<file path="config.mk">
export PLATFORM = sky130hd
export DESIGN_NAME = rgb2raw_packer
export DESIGN_NICKNAME = d
export VERILOG_FILES = /design/src/rtl/image_converter_pkg.sv /design/src/rtl/rgb_pair_pack.sv /design/src/rtl/rgb2raw_packer.sv
export SDC_FILE = /design/constraint.sdc
export NUM_CORES = 1
export LEC_CHECK = 0
export BUFFER_PORTS_ARGS = -buffer_cell sky130_fd_sc_hd__buf_4
export CAP_MARGIN = 0
export CORE_UTILIZATION = 48
export DETAILED_ROUTE_END_ITERATION = 8
export PLACE_DENSITY = 0.84
export SLEW_MARGIN = 15
export SYNTH_ARGS = -nofsm -noshare
export SYNTH_HDL_FRONTEND = slang
export SYNTH_SLANG_ARGS = --single-unit
</file>
<file path="constraint.sdc">
create_clock -name ACLK -period 1.3 [get_ports ACLK]
set_input_delay 0.26 -clock ACLK [delete_from_list [all_inputs] [get_ports ACLK]]
set_output_delay 0.26 -clock ACLK [all_outputs]
set_load 0.01 [all_outputs]
</file>
<file path="src/rtl/image_converter_pkg.sv">
// -----------------------------------------------------------------------------
// image_converter_pkg
// Shared definitions for the IMAGE_DATA_CONVERTER write-back path.
//   - default channel / raw-word widths
//   - channel slot indices inside an RGB pixel word ({R, G, B}, R in MSBs)
//   - half-word slot indices inside a raw word
//   - pair-packer FSM state encoding
// -----------------------------------------------------------------------------
package image_converter_pkg;

    localparam int RGB_W_DEF    = 8;
    localparam int RAW_W_DEF    = 2 * RGB_W_DEF;
    localparam int PIX_CHANNELS = 3;

    // Channel slot indices: a channel lives at [IDX*W +: W] of the pixel word
    localparam int PIX_R_IDX = 2;
    localparam int PIX_G_IDX = 1;
    localparam int PIX_B_IDX = 0;

    // Raw-word half slots: a half lives at [IDX*W +: W] of the raw word
    localparam int RAW_HI_IDX = 1;
    localparam int RAW_LO_IDX = 0;

    typedef enum logic {
        WAIT_P1 = 1'b0,
        HAVE_P1 = 1'b1
    } pack_state_t;

endpackage

</file>
<file path="src/rtl/rgb_pair_pack.sv">
// -----------------------------------------------------------------------------
// rgb_pair_pack
// Combinational packer: two RGB pixels -> two raw words.
//   data1 = {B, G2}, data2 = {G1, R}
//   CHROMA_MODE 0: R/B taken from the first pixel
//   CHROMA_MODE 1: R/B are floor averages of both pixels
// Ports:
//   p1, p2  in   first / second pixel of the pair, {R, G, B}
//   data1   out  packed word 1
//   data2   out  packed word 2
// -----------------------------------------------------------------------------
module rgb_pair_pack
    import image_converter_pkg::*;
#(
    parameter int DATA_WIDTH_RAW = RAW_W_DEF,
    parameter int DATA_WIDTH_RGB = RGB_W_DEF,
    parameter int CHROMA_MODE    = 0
) (
    input  logic [PIX_CHANNELS*DATA_WIDTH_RGB-1:0] p1,
    input  logic [PIX_CHANNELS*DATA_WIDTH_RGB-1:0] p2,
    output logic [DATA_WIDTH_RAW-1:0]              data1,
    output logic [DATA_WIDTH_RAW-1:0]              data2
);

    localparam int W = DATA_WIDTH_RGB;

    typedef logic [W-1:0] chan_t;

    // Sum kept one bit wider so the carry survives; dropping the LSB is the floor
    function automatic chan_t avg_floor(input chan_t a, input chan_t b);
        logic [W:0] sum;
        sum = {1'b0, a} + {1'b0, b};
        return sum[W:1];
    endfunction

    chan_t r1, g1, b1;
    chan_t r2, g2, b2;
    chan_t r_avg, b_avg;
    chan_t r_out, b_out;

    always_comb begin
        r1 = p1[PIX_R_IDX*W +: W];
        g1 = p1[PIX_G_IDX*W +: W];
        b1 = p1[PIX_B_IDX*W +: W];
        r2 = p2[PIX_R_IDX*W +: W];
        g2 = p2[PIX_G_IDX*W +: W];
        b2 = p2[PIX_B_IDX*W +: W];

        r_avg = avg_floor(r1, r2);
        b_avg = avg_floor(b1, b2);

        r_out = (CHROMA_MODE == 1) ? r_avg : r1;
        b_out = (CHROMA_MODE == 1) ? b_avg : b1;

        data1 = '0;
        data2 = '0;
        data1[RAW_HI_IDX*W +: W] = b_out;
        data1[RAW_LO_IDX*W +: W] = g2;
        data2[RAW_HI_IDX*W +: W] = g1;
        data2[RAW_LO_IDX*W +: W] = r_out;
    end

endmodule

</file>
<file path="src/rtl/rgb2raw_packer.sv">
// -----------------------------------------------------------------------------
// rgb2raw_packer
// Pairs consecutive RGB pixels and emits each pair as two raw words
// (shared chroma, per-pixel green). A line ending on an unpaired pixel is
// padded by duplicating that pixel and flagged with a one-cycle ODD_LINE.
// Ports:
//   ACLK, ARESETN       clock (rising edge), async active-low reset
//   S_TDATA/S_TVALID/   pixel stream in, {R, G, B}, S_TLAST marks line end
//   S_TREADY/S_TLAST
//   M_DATA1, M_DATA2    packed words {B, G2} and {G1, R}
//   M_TVALID/M_TREADY/  pair stream out, M_TLAST marks the pair closing a line
//   M_TLAST
//   ODD_LINE            pulse: line ended on a padded, unpaired pixel
// -----------------------------------------------------------------------------
module rgb2raw_packer
    import image_converter_pkg::*;
#(
    parameter int DATA_WIDTH_RAW = RAW_W_DEF,
    parameter int DATA_WIDTH_RGB = RGB_W_DEF,
    parameter int CHROMA_MODE    = 0
) (
    input  logic                                   ACLK,
    input  logic                                   ARESETN,
    input  logic [PIX_CHANNELS*DATA_WIDTH_RGB-1:0] S_TDATA,
    input  logic                                   S_TVALID,
    output logic                                   S_TREADY,
    input  logic                                   S_TLAST,
    output logic [DATA_WIDTH_RAW-1:0]              M_DATA1,
    output logic [DATA_WIDTH_RAW-1:0]              M_DATA2,
    output logic                                   M_TVALID,
    input  logic                                   M_TREADY,
    output logic                                   M_TLAST,
    output logic                                   ODD_LINE
);

    localparam int PIX_W = PIX_CHANNELS * DATA_WIDTH_RGB;

    generate
        if (DATA_WIDTH_RAW != 2 * DATA_WIDTH_RGB) begin : g_width_check
            $error("rgb2raw_packer: DATA_WIDTH_RAW must equal 2*DATA_WIDTH_RGB");
        end
    endgenerate

    pack_state_t             state, state_next;
    logic [PIX_W-1:0]        p1_q;
    logic [PIX_W-1:0]        pack_p1;
    logic [DATA_WIDTH_RAW-1:0] pack_d1, pack_d2;
    logic                    out_free;
    logic                    in_beat;
    logic                    load;

    // Ready depends only on the registered output stage, never on S_TVALID
    assign out_free = ~M_TVALID | M_TREADY;
    assign S_TREADY = out_free;
    assign in_beat  = S_TVALID & out_free;

    // In WAIT_P1 a load only happens for a padded line end, where the
    // incoming pixel is both halves of the pair.
    assign pack_p1 = (state == HAVE_P1) ? p1_q : S_TDATA;

    rgb_pair_pack #(
        .DATA_WIDTH_RAW (DATA_WIDTH_RAW),
        .DATA_WIDTH_RGB (DATA_WIDTH_RGB),
        .CHROMA_MODE    (CHROMA_MODE)
    ) u_pack (
        .p1    (pack_p1),
        .p2    (S_TDATA),
        .data1 (pack_d1),
        .data2 (pack_d2)
    );

    always_ff @(posedge ACLK or negedge ARESETN) begin
        if (!ARESETN) begin
            state <= WAIT_P1;
        end else begin
            state <= state_next;
        end
    end

    always_comb begin
        state_next = state;
        load       = 1'b0;
        case (state)
            WAIT_P1: begin
                if (in_beat) begin
                    if (S_TLAST) begin
                        load = 1'b1;
                    end else begin
                        state_next = HAVE_P1;
                    end
                end
            end
            HAVE_P1: begin
                if (in_beat) begin
                    load       = 1'b1;
                    state_next = WAIT_P1;
                end
            end
            default: state_next = WAIT_P1;
        endcase
    end

    // Held first pixel of the pair
    always_ff @(posedge ACLK or negedge ARESETN) begin
        if (!ARESETN) begin
            p1_q <= '0;
        end else if (in_beat && (state == WAIT_P1) && !S_TLAST) begin
            p1_q <= S_TDATA;
        end
    end

    // Output register: a load in the same cycle as a drain replaces the pair
    always_ff @(posedge ACLK or negedge ARESETN) begin
        if (!ARESETN) begin
            M_DATA1  <= '0;
            M_DATA2  <= '0;
            M_TVALID <= 1'b0;
            M_TLAST  <= 1'b0;
            ODD_LINE <= 1'b0;
        end else begin
            ODD_LINE <= in_beat && (state == WAIT_P1) && S_TLAST;
            if (load) begin
                M_DATA1  <= pack_d1;
                M_DATA2  <= pack_d2;
                M_TVALID <= 1'b1;
                M_TLAST  <= S_TLAST;
            end else if (M_TREADY) begin
                M_TVALID <= 1'b0;
            end
        end
    end

endmodule

</file>
==> results of run 1 <==
## worst max-delay path, cell delays in order (launching register included)
cell and delay (ps):
dfrtp_2 430, buf_12 180, mux2_2 350, mux2_4 270
## cell usage after synthesis
cell      number
dfrtp_1       60
mux2_2        51
mux2_4        29
buf_6          6
buf_4          2
nand2_1        2
a21bo_2        1
and3_1         1
buf_2          1
inv_1          1
nand2b_1       1
nand3_1        1
nand3_4        1
nand3b_4       1
nor2_1         1
nor2_4         1
o21ai_0        1
## repair_timing
item,in CTS,in global routing
setup endpoints to repair,57,57
hold buffers,1,0
hold endpoints to repair,60,0
gates resized for setup,3,5
buffers inserted,1,1
## registers in the layout (all words and copies together), names as in the netlist
register  flops
p1_q         24
M_DATA1      16
M_DATA2      16
M_TLAST       1
M_TVALID      1
ODD_LINE      1
state         1
## metal layers
metal,track usage,vias to the layer above
met5,0,-
met1,0.222,798
li1,-,731
met4,0.0865,0
met2,0.313,40
met3,0.0560,7
## kinds of logic after synthesis
family | synth area share
AOI/OAI and AO/OA | 0.00557
buffers and inverters | 0.0339
DFF | 0.557
muxes | 0.375
and+or+nand+nor | 0.0288
## report_power, final
part           leakage [uW]  switching [uW]  internal (uW)
Sequential         0.000706             368           2510
Clock              0.000102             690            983
Combinational      0.000949             787           1530
## worst max path at each step
stage | slack (ps) | to
after detailed placement | -150 | M_DATA2[0]
after floorplan | -70 | M_DATA1[0]
after global placement | -110 | M_DATA2[0]
final | -50 | M_DATA2[4]
after global routing | -100 | M_DATA2[4]
after CTS | -70 | M_DATA2[0]
## metrics by stage
step	power, uW	TNS [ps]	hold WS (ps)	instance area (um2)
2_1_floorplan	4180	-1880	-35.6	2710
3_3_place_gp	5100	-4560	278	3330
3_5_place_dp	5170	-5940	278	3330
4_1_cts	6910	-2170	142	3570
5_1_grt	7220	-4460	154	3600
6_report	6860	-1560	160	3600
## area by class of cell
type,count,share of cell area
repair buffers,78,0.190
inverters,1,0.00104
clock inverters,4,0.0132
well taps,70,0.0243
flip-flops and latches,60,0.417
clock buffers,12,0.0431
multi-input cells,91,0.311
==> metrics, run 1 <==
DR top layer met4; Max rail drop VDD roughly 930 uV; pwr dens 1910 nW/um2; Util after Layout 0.683; Sinks on Clock Net 60; worst-path maximum fanout 18; final worst path period share 1.04; ranking of synthesized cells by area dfrtp_1 56%, mux2_2 21%, mux2_4 16%; reg-to-reg slack, setup -50 ps; Pleak between 0.0015 and 0.002 uW; Initial Util 0.511; CTS tree done; Die Area 5920 um2; initial antenna violation count 0; first-pass GRT wire length 8390 um; Final Net Count 270; IO Port Bufs 64; Final Slew Violations 0; Clock Path Buffers 2; RSZ-0062 raised after global routing yes; core footprint ~5300 um2; Yosys cell types 17; metal1 wirelength 2170 um; Routed Antenna Nets 0; row count 26; hold_sp S_TDATA[1]; status finished, violations left; fin crit period 1350 ps; Highest Clock Rate 741 MHz; startpoint types flop; hold path depth 2; antenna cells 0; Avg Synthesized Cell Area 16.7 um2; crit path from state; Synth area leader dfrtp_1; Cells after Synth 161; pin count of the biggest net entering global routing 61; Initial DRC Count 69; DRC viols 0; commonest non-fill, non-tap cell in the layout buf_4; Final GP Congestion 0.721; DR WL/cell 15.6 um; final std cells w/o fill 316; CP endpoint kind flop; WL met2 approximately 2500 um; share of post-route cells with drive strength above 1 0.724; Post-Route WL 4940 um; clock skew approximately 9 ps; final setup vio count 57; later-pin clock latency in the skew report 330 ps; failing checks setup timing; DR WL met3 ~230 um; Final HPWL DP 3310 um; H-tree levels 3; Synth Cell Area 2700 um2; CP required 1520 ps; Clock Pin Slew Worst Setup and Hold Paths 60 ps; FILL cells 379; Overall Global Routing Usage 0.188; gr ovfl total 0; WS Path Type reg -> reg; worst-case hold path end point p1_q[1]; syn nets 190; multi-input logic area 1120 um2; Slew Limit Headroom 0.793; max cap viols 0; Layout area overhead 33.6%; Root Buffer clkbuf_8; FF-to-FF path depth 3; Synth Warn # 0; final hold violations 0; Synth top area share 0.557; vias 1576; register area about 1500 um2; DRT Pass-1 Iters 4; Cells after DPL just under 300; Worst-Margin Slew 310 ps; Via-to-Cell Ratio between 4 and 5; sequential share of the synthesized area 0.557; Worst Hold Class in -> reg; reg2reg start state; # IOs 65; Die Wd 76.9 um; total CTS buffers 9; Placement Setup Slack -146 ps; PnR worst setup slack -48.7 ps; commonest non-fill, non-tap cells in the layout 68 x buf_4, 59 x dfrtp_1, 48 x mux2_2; vias in the first global route 1731; RR Endpoint M_DATA2[4]; Yosys reg bits 60; CP arrival 1570 ps; Die Height about 77 um
Note: power is estimated with default switching activity, not from simulation.
==> inputs of run 2 (changes only) <==
--- a/config.mk
+++ b/config.mk
@@ -5,11 +5,11 @@
 export SDC_FILE = /design/constraint.sdc
 export NUM_CORES = 1
 export LEC_CHECK = 0
-export BUFFER_PORTS_ARGS = -buffer_cell sky130_fd_sc_hd__buf_4
 export CAP_MARGIN = 0
-export CORE_UTILIZATION = 48
+export CORE_UTILIZATION = 62
 export DETAILED_ROUTE_END_ITERATION = 8
-export PLACE_DENSITY = 0.84
+export DONT_BUFFER_PORTS = 1
+export PLACE_DENSITY = 0.86
 export SLEW_MARGIN = 15
 export SYNTH_ARGS = -nofsm -noshare
 export SYNTH_HDL_FRONTEND = slang
==> constraint.sdc (replaced) <==
create_clock -name ACLK -period 1.25 [get_ports ACLK]
set_input_delay 0.25 -clock ACLK [delete_from_list [all_inputs] [get_ports ACLK]]
set_output_delay 0.25 -clock ACLK [all_outputs]
set_load 0.01 [all_outputs]
==> run 2 against run 1 <==
Against the previous run:
- the flow finishes with violations (hold timing, setup timing)
- fmax is 1.8% lower
- first-iteration DRC count fell by 52%
- sequential share of layout area is 6.9 points higher
- worst setup slack worse by 74 ps
- die area down 22%
- critical path type unchanged
- final area is 14% lower
- power decreased by 7.6%
- cell count decreased by 26%
- wire length increased by 0.10%
- combinational power fell by 34%
- worst hold slack lost 560 ps
- utilization is 7.4 points higher
==> metrics, run 2 (synthesis gave the netlist of run 1 again) <==
status finished, violations left; failing checks hold timing, setup timing; Die Height 67.9 um (-12%); H-tree levels 3 (unchanged); Die Wd 67.9 um (-12%); max reg flops 24 (unchanged); Initial DRC Count 33 (-52%); clock skew 7.20 ps (-1.76 ps); FILL cells 239 (-37%); # IOs 65 (unchanged); commonest non-fill, non-tap cell in the layout dfrtp_1; row count 23 (-12%); vias in the first global route 1565 (-9.6%); share of post-route cells with drive strength above 1 0.639 (-0.0842); DRT Pass-1 Iters 4 (unchanged); Final Slew Violations 0 (unchanged); Highest Clock Rate 728 MHz (-1.8%); Sinks on Clock Net 60 (unchanged); initial antenna violation count 0 (unchanged); Final HPWL DP 3290 um (-0.64%); final std cells w/o fill 233 (-26%); Post-Route WL 4940 um (+0.10%); worst-path maximum fanout 9 (-9); core footprint 4090 um2 (-22%); Clock Path Buffers 2 (unchanged); Max rail drop VDD 1050 uV (+13%); Root Buffer clkbuf_8; fin crit period 1370 ps (+24.1 ps); startpoint types flop; Initial Util 0.660 (+0.148); PnR worst setup slack -123 ps (-74.1 ps); DR WL/cell 21.2 um (+36%); pin count of the biggest net entering global routing 61 (unchanged); worst setup path end M_DATA1[3]; vias 1345 (-15%); CP cell instances nor2_4 > nand3b_4 > clkbuf_16 > mux2_4; Via-to-Cell Ratio 5.77 (+16%); critical path's slowest cell dfrtp_2; Cells after DPL 214 (-28%); Final Net Count 209 (-23%); final worst path period share 1.10 (+0.0608); Slew Limit Headroom 0.884 (+0.0907); CP required 1470 ps (-50 ps); final setup vio count 56 (-1.8%); Hold Slack -398 ps (-558 ps); reg2reg start state; Die Area 4610 um2 (-22%); CP endpoint kind flop; max cap viols 0 (unchanged); gr ovfl total 0 (unchanged); Top Registers p1_q x24, M_DATA1 x16, M_DATA2 x16; DRC viols 0 (unchanged); largest register by flop count p1_q; family with the most delay on the worst path flip-flops; commonest non-fill, non-tap cells in the layout 59 x dfrtp_1, 46 x mux2_2, 34 x mux2_4; total CTS buffers 9 (unchanged); RSZ-0062 raised after global routing yes; Util after Layout 0.757 (+0.0736); later-pin clock latency in the skew report 330 ps (about the same); Final GP Congestion 0.647 (-10%); Pleak 0.00146 uW (-17%); Routed Antenna Nets 0 (unchanged); CTS tree done; Worst-Margin Slew 174 ps (-136 ps); Placement Setup Slack -175 ps (-28.7 ps); antenna cells 0 (unchanged); pwr dens 2050 nW/um2 (+7.6%); IO Port Bufs 0 (-100%); CP arrival 1590 ps (+20 ps); Layout area overhead 14.8%; Overall Global Routing Usage 0.239 (+0.0510); FF-to-FF path depth 4 (+1); reg-to-reg slack, setup -120 ps (-70 ps); RR Endpoint M_DATA1[3]; Buf/Inv on CP 1 (unchanged); Largest stage delay, worst path 440 ps (about the same); WS Path Type reg -> reg; crit path from state; Clock Pin Slew Worst Setup and Hold Paths 70 ps (about the same); final hold violations 60 (+60); Worst Hold Class in -> async; first-pass GRT wire length 7580 um (-9.6%); Crit path depth 4 (+1)
run 2: worst reg2reg max path, stage by stage, from the launching register on:
cell	delay, ps
dfrtp_2	440
nor2_4	100
nand3b_4	220
clkbuf_16	200
mux2_4	300
run 2: metal layers:
metal  global-route usage  up-vias  wire length (um)  part of all wire
met3                0.100        9               393             0.079
met1                0.284      680              2130              0.43
met4                0.109        0                80             0.016
met2                0.375       49              2340              0.47
li1                     -      607                 -                 -
met5                    0        -                 0                 0
run 2: area by class of cell:
type	count	area, um2	area share
Clock inverter	2	10.0	0.00324
Inverter	1	3.75	0.00121
Multi-Input combinational cell	91	1130	0.365
Tap cell	50	62.6	0.0202
Timing Repair Buffer	17	220	0.0712
Clock buffer	12	165	0.0534
Sequential cell	60	1500	0.486
run 2: how the worst min path moves through the flow:
stage	end	slack [ps]	depth (start not counted)
2_1_floorplan	M_DATA1[0]	-50	0
3_3_place_gp	M_DATA1[12]	-40	0
3_5_place_dp	M_DATA1[12]	-40	0
4_1_cts	M_DATA1[12]	-400	0
5_1_grt	M_DATA1[12]	-420	0
6_report	p1_q[4]	-400	0
run 2: through the flow:
| step | power [uW] | cell area [um2] | setup TNS (ps) | hold slack [ps] |
|---|---|---|---|---|
| floorplan | 4350 | 2710 | -3740 | -45.6 |
| global placement | 4550 | 2790 | -3950 | -44.2 |
| detailed placement | 4680 | 2790 | -6570 | -44.4 |
| CTS | 6330 | 3050 | -4010 | -402 |
| global route | 6640 | 3090 | -6120 | -415 |
| finish | 6340 | 3090 | -4500 | -398 |
run 2: where the power goes:
group	total [uW]	leakage [uW]	internal (uW)	switching, uW
Sequential	3250	0.000706	2610	638
Clock	1560	0.0000941	852	703
Combinational	1540	0.000663	1090	455
run 2: what timing repair did:
action / CTS / global route
gates resized for setup: 13 / 4
gates cloned: 1 / 1
hold endpoints to repair: 60 / 60
buffers inserted: 2 / 1
setup endpoints to repair: 57 / 57
